### config.mk
export PLATFORM = sky130hd
export DESIGN_NAME = if_fetch_unit
export DESIGN_NICKNAME = d
export VERILOG_FILES = /design/src/rtl/if_fetch_unit_pkg.sv /design/src/rtl/if_fetch_unit.sv
export SDC_FILE = /design/constraint.sdc
export NUM_CORES = 1
export LEC_CHECK = 0
export CAP_MARGIN = 5
export CORE_UTILIZATION = 47
export DETAILED_ROUTE_END_ITERATION = 16
export HOLD_SLACK_MARGIN = 0.06
export MAX_ROUTING_LAYER = met4
export PLACE_DENSITY_LB_ADDON = 0.2
export SYNTH_ARGS = -nofsm -noshare
export SYNTH_HDL_FRONTEND = slang
export SYNTH_SLANG_ARGS = --single-unit
### constraint.sdc
create_clock -name clk -period 2.15 [get_ports clk]
set_input_delay 0.43 -clock clk [delete_from_list [all_inputs] [get_ports clk]]
set_output_delay 0.43 -clock clk [all_outputs]
set_load 0.02 [all_outputs]
### src/rtl/if_fetch_unit_pkg.sv
// Shared constants, state encoding and PC helper for the instruction-fetch stage.
package if_fetch_unit_pkg;

  localparam logic [31:0] WORD_ZERO        = 32'h0000_0000;
  localparam logic [31:0] DEFAULT_RESET_PC = 32'h0000_0000;

  typedef enum logic [1:0] {
    FETCH_REQ  = 2'd0,
    FETCH_WAIT = 2'd1,
    FETCH_DROP = 2'd2
  } fetch_state_e;

  // Wraps modulo 2^32; low two bits pass through untouched.
  function automatic logic [31:0] pc_next(input logic [31:0] pc);
    return pc + 32'd4;
  endfunction

endpackage

### src/rtl/if_fetch_unit.sv
// Instruction-fetch stage: PC, imem req/ready handshake and one-entry output slot for IF/ID.
// Optional event tracing is compiled in when FETCH_TRACE_EN is defined.
module if_fetch_unit
  import if_fetch_unit_pkg::*;
#(
  parameter logic [31:0] RESET_PC = DEFAULT_RESET_PC
) (
  input  logic        clk,
  input  logic        rst,
  input  logic        pc_write,
  input  logic        redirect,
  input  logic [31:0] redirect_target,
  output logic        imem_req,
  output logic [31:0] imem_addr,
  input  logic        imem_ready,
  input  logic [31:0] imem_rdata,
  output logic [31:0] instruction_out,
  output logic [31:0] pc_plus_4_out,
  output logic [3:0]  pc_page_out,
  output logic        fetch_valid
);

  fetch_state_e state_q, state_d;
  logic [31:0]  pc_q, pc_d;
  logic [31:0]  addr_q, addr_d;
  logic [31:0]  inst_q, inst_d;
  logic [31:0]  pc4_q, pc4_d;
  logic         valid_q, valid_d;
  logic         fill;

  always_ff @(posedge clk or negedge rst) begin
    if (!rst) begin
      state_q <= FETCH_REQ;
      pc_q    <= RESET_PC;
      addr_q  <= WORD_ZERO;
      inst_q  <= WORD_ZERO;
      pc4_q   <= WORD_ZERO;
      valid_q <= 1'b0;
    end else begin
      state_q <= state_d;
      pc_q    <= pc_d;
      addr_q  <= addr_d;
      inst_q  <= inst_d;
      pc4_q   <= pc4_d;
      valid_q <= valid_d;
    end
  end

  always_comb begin
    state_d   = state_q;
    pc_d      = pc_q;
    addr_d    = addr_q;
    inst_d    = inst_q;
    pc4_d     = pc4_q;
    valid_d   = valid_q;
    imem_req  = 1'b1;
    imem_addr = addr_q;
    fill      = 1'b0;

    if (pc_write) valid_d = 1'b0;

    case (state_q)
      FETCH_REQ: begin
        // Only fetch when the slot is empty or being drained this edge.
        imem_req  = !valid_q | pc_write;
        imem_addr = pc_q;
        if (imem_req) addr_d = pc_q;
        if (redirect) begin
          valid_d = 1'b0;
          pc_d    = redirect_target;
          if (imem_req && !imem_ready) state_d = FETCH_DROP;
        end else if (imem_req) begin
          if (imem_ready) fill = 1'b1;
          else            state_d = FETCH_WAIT;
        end
      end
      FETCH_WAIT: begin
        if (redirect) begin
          valid_d = 1'b0;
          pc_d    = redirect_target;
          state_d = imem_ready ? FETCH_REQ : FETCH_DROP;
        end else if (imem_ready) begin
          fill    = 1'b1;
          state_d = FETCH_REQ;
        end
      end
      FETCH_DROP: begin
        if (redirect)   pc_d    = redirect_target;
        if (imem_ready) state_d = FETCH_REQ;
      end
      default: state_d = FETCH_REQ;
    endcase

    if (fill) begin
      inst_d  = imem_rdata;
      pc4_d   = pc_next(pc_q);
      pc_d    = pc_next(pc_q);
      valid_d = 1'b1;
    end
  end

  // An empty slot presents an all-zero NOP to IF/ID.
  assign fetch_valid     = valid_q;
  assign instruction_out = valid_q ? inst_q : WORD_ZERO;
  assign pc_plus_4_out   = valid_q ? pc4_q  : WORD_ZERO;
  assign pc_page_out     = valid_q ? pc4_q[31:28] : 4'b0000;

`ifdef FETCH_TRACE_EN
  always @(posedge clk or negedge rst) begin
    if (!rst) begin
      $display("@%t: IF_FETCH::RESET", $time);
    end else begin
      if (fill)     $display("@%t: IF_FETCH::FILL", $time);
      if (redirect) $display("@%t: IF_FETCH::REDIRECT", $time);
      if (state_d == FETCH_DROP && state_q != FETCH_DROP)
        $display("@%t: IF_FETCH::DROP", $time);
    end
  end
`else
`endif

endmodule

* Word-level counts from Yosys, hierarchy flattened *
Cells that the tools add are included.

operators by class
  equality and inequality tests = 5
  mux-type cells = 25
  reductions and logical operators = 11
  add/sub/neg operators = 1
  bitwise gates (word level) = 1

operators with widths
  cell                     number
  $mux W32                 6
  $add A32 B3 Y32 const B  1
  $mux W2                  7
  $mux W1                  9
  $ne A3 B3 Y1 const B     3
  $pmux W2 S3              1
  $mux W4                  1
  $reduce_and A2 Y1        2
  $reduce_bool A2 Y1       2
  $reduce_and A3 Y1        1
  $reduce_or A3 Y1         1
  $eq A2 B1 Y1 const B     1
  $eq A2 B2 Y1 const B     1
  $logic_not A1 Y1         2
  $logic_not A2 Y1         1
  $pmux W1 S2              1
  $reduce_or A2 Y1         1
  $logic_and A1 B1 Y1      1
  $or A1 B1 Y1             1

word-level totals
  input port bits = 69
  register bits = 131
  logic and storage cells = 49

* Longest topological paths before layout *
  depth after elaboration = 7
  mapped depth = 8
  depth with buffers taken out = 6

* Worst setup path before layout *
Ideal clock, no wire load.

  path type = register -> output
  from = register state_q[1]
  to = output imem_addr[10]
  arrival = 1.402 ns
  stages on the path, launching flop included = 5
  path buffers = 2
  path slack = 0.318 ns
  cells stage by stage = dfrtp_1 buf_2 nor2_1 buf_2 mux2_2

on the way
  word-level cells in the longest chain between the ends = 2

RTL lines
  item                    line                 source
  from (decl)             if_fetch_unit.sv:23  fetch_state_e state_q, state_d;
  from (signal assigned)  if_fetch_unit.sv:40  state_q <= state_d;
  $logic_not A2 Y1        if_fetch_unit.sv:62  case (state_q)
  $mux W32                if_fetch_unit.sv:62
  to (decl)               if_fetch_unit.sv:14  output logic [31:0] imem_addr,

No other way between the ends.

* Final worst setup path *
  from = register state_q[0]
  to = output imem_addr[31]

The elaborated chain is that of the path after synthesis.

==> impl_metrics.json <==
{
  "setup_ws_ns": -0.0836,
  "pin_count": 171,
  "fin_area_um2": 9660,
  "fin_nets": 962,
  "cts_tree": "built",
  "yosys.area.top_type": "dfrtp_1",
  "place.gp.congestion": 0.873,
  "coreArea_um2": 14000,
  "powerDensity_nw_per_um2": 950,
  "slew_viol_final": 0,
  "regArea_um2": 3280,
  "critPathLaunchType": "register",
  "period_share": 1.04,
  "worstSkewPairLatency_ns": 0.42,
  "antenna_found_initial": 0,
  "viasPerCell": 5.33,
  "ys_seq_area_frac": 0.483,
  "async_reset_ff_frac": 1.00,
  "status": "finished with violations",
  "cts_sinks": 131,
  "die_h_um": 122,
  "drc_errors": 0,
  "hold_path_class": "reg2reg",
  "cts_buffer_depth": 2,
  "postSynthAreaPerCell_um2": 9.79,
  "crit_type": "reg2out",
  "multi_input_area_um2": 3200,
  "numPortBuffers": 170,
  "fin_hold_ws_ns": 0.466,
  "n_antenna_cell": 0,
  "place_area_um2": 8850,
  "setup-violations-final": 23,
  "firstDrtPassIters": 5,
  "arrival_ns": 1.80,
  "start_util": 0.485,
  "dp_hpwl_mm": 12.3,
  "final.setup_skew_ns": 0.00828,
  "synth.top_cell.area_share": 0.483,
  "worstPathMaxFanout": 6,
  "synth.top_cells.by_count": "nand2_1 (162), dfrtp_1 (131), and2_1 (65)",
  "drive_above_1_share": 0.234,
  "fin_crit_ns": 2.23,
  "synth_edf_count": 0,
  "grt_setup_unrepaired": "yes",
  "cts_buffers": 17,
  "netlist_area_um2": 6790,
  "finalPower_mw": 9.17,
  "grt_pass1_vias": 5653,
  "grt_max_degree": 49,
  "relSlewSlack": 0.553,
  "synth_area_leaders": "dfrtp_1 (48%), mux2_2 (11%), nand2_1 (9.0%)",
  "peakVddDrop_mv": 0.525,
  "fmax_mhz": 448,
  "grt_pass1_wl_mm": 28.9,
  "ant_nets": 0,
  "ys_warn_count": 0,
  "clock-root-buffer": "clkbuf_16",
  "syn_to_final_growth_pct": 42.3,
  "syn_inst": 693,
  "drv_cap": 0,
  "drt_iter0_drc": 344,
  "fp-row-count": 43,
  "die_w_um": 122,
  "totalNegativeSetupSlack_ns": -0.642,
  "hold_violations": 0,
  "wl_mm": 18.2,
  "worstSetupEndpointType": "primary output",
  "synth_ff_type": "dfrtp_1",
  "fill_cells": 1096,
  "synth_nets": 763,
  "wl_per_cell_um": 16.8,
  "ctsHtreeMaxLevel": 4,
  "tightest_slew_ns": 0.664,
  "vias": 5778,
  "synth_most_common_cell": "nand2_1",
  "violations": "setup timing",
  "die_area_um2": 14900,
  "synth-seq-cells": 131,
  "synth_cell_type_count": 51,
  "gr-usage-all-layers": 0.263,
  "dp_slack_ns": -0.149,
  "clk_pin_slew_worst_paths_ns": 0.06,
  "crit_required_ns": 1.72,
  "p_leak_nw": 4.67,
  "grt.overflow.total": 0
}
## critical path, stage by stage, from the launching register on
cell and delay (ns):
dfrtp_1 0.40, nor2_4 0.17, buf_6 0.14, buf_12 0.14
buf_6 0.10, mux2_4 0.29, buf_6 0.13
## worst paths after layout
check	slack, ns	startpoint	cells after the start	end
max	-0.08	state_q[0]$_DFFE_PN0P_	6	imem_addr[31]
min	0.47	pc4_q[1]$_DFFE_PN0P_	2	pc4_q[1]$_DFFE_PN0P_
max reg2reg	0.12	state_q[0]$_DFFE_PN0P_	7	pc_q[2]$_DFFE_PN0P_
min reg2reg	0.47	pc4_q[1]$_DFFE_PN0P_	2	pc4_q[1]$_DFFE_PN0P_
max in group asynchronous	0.91	rst	3	inst_q[4]$_DFFE_PN0P_
min in group asynchronous	0.51	rst	2	inst_q[30]$_DFFE_PN0P_
## power by group
part | leakage (nW) | internal, mW | total [mW] | switching (mW)
Combinational | 2.74 | 1.34 | 2.66 | 1.32
Clock | 0.313 | 2.00 | 3.08 | 1.08
Sequential | 1.61 | 3.01 | 3.43 | 0.415
## area by class of cell
class / instances / area share
flip-flops and latches: 131 / 0.340
clock buffers: 19 / 0.0469
inverters: 5 / 0.00194
repair buffers: 237 / 0.238
multi-input cells: 500 / 0.332
well taps: 180 / 0.0233
clock inverters: 13 / 0.0189
## cells by family (layout without fill, tap and decap cells)
family	Yosys count	after routing	share of synthesized area
simple gates	296	296	0.221
flops	131	131	0.483
compound gates	111	111	0.0946
mux	64	64	0.106
buf+inv	62	274	0.0575
xor+xnor	28	28	0.0361
fa+ha+maj	1	1	0.00184
## per-layer routing
metal / up-vias / part of all wire / global-route usage
met5: - / 0 / -
met3: 32 / 0.049 / 0.0520
met4: 0 / 0.019 / 0.109
li1: 2746 / - / -
met2: 197 / 0.48 / 0.410
met1: 2803 / 0.45 / 0.335
## layout by cell type (no fill, tap or decap), types with 8 or more instances in the layout
cell type and count:
buf_6 26, dfrtp_1 130, xnor2_1 11, a22oi_1 15, clkdlybuf4s50_1 67, nand4_1 8, nor2_1 8, nand2_1 162
buf_4 53, and2_1 65, mux2_2 46, xor2_1 17, a21oi_1 17, clkbuf_16 18, mux2_4 18, buf_12 9
dlygate4sd2_1 68, o21ai_0 46, nand3_1 16, o21ai_1 14
## sequential cells by signal (all words and copies together) (netlist names)
| name | flops |
|---|---|
| inst_q | 32 |
| state_q | 2 |
| pc4_q | 32 |
| fetch_valid | 1 |
| addr_q | 32 |
| pc_q | 32 |
## metrics by stage
step           std cells  utilization
6_report            1085        0.690
5_1_grt             1085        0.690
4_1_cts             1076        0.677
3_5_place_dp        1035        0.633
3_3_place_gp        1035        0.633
2_1_floorplan        693            -
## timing repair
item / CTS / global route
gates resized for setup: 194 / 77
setup endpoints to repair: 102 / 42
pin swaps: 0 / 1
gates cloned: 2 / 1
buffers inserted: 7 / 9
endpoints found under the hold margin: 45 / 0
hold buffers: 1 / 0
No activity file was read; power rests on OpenSTA's default activity.
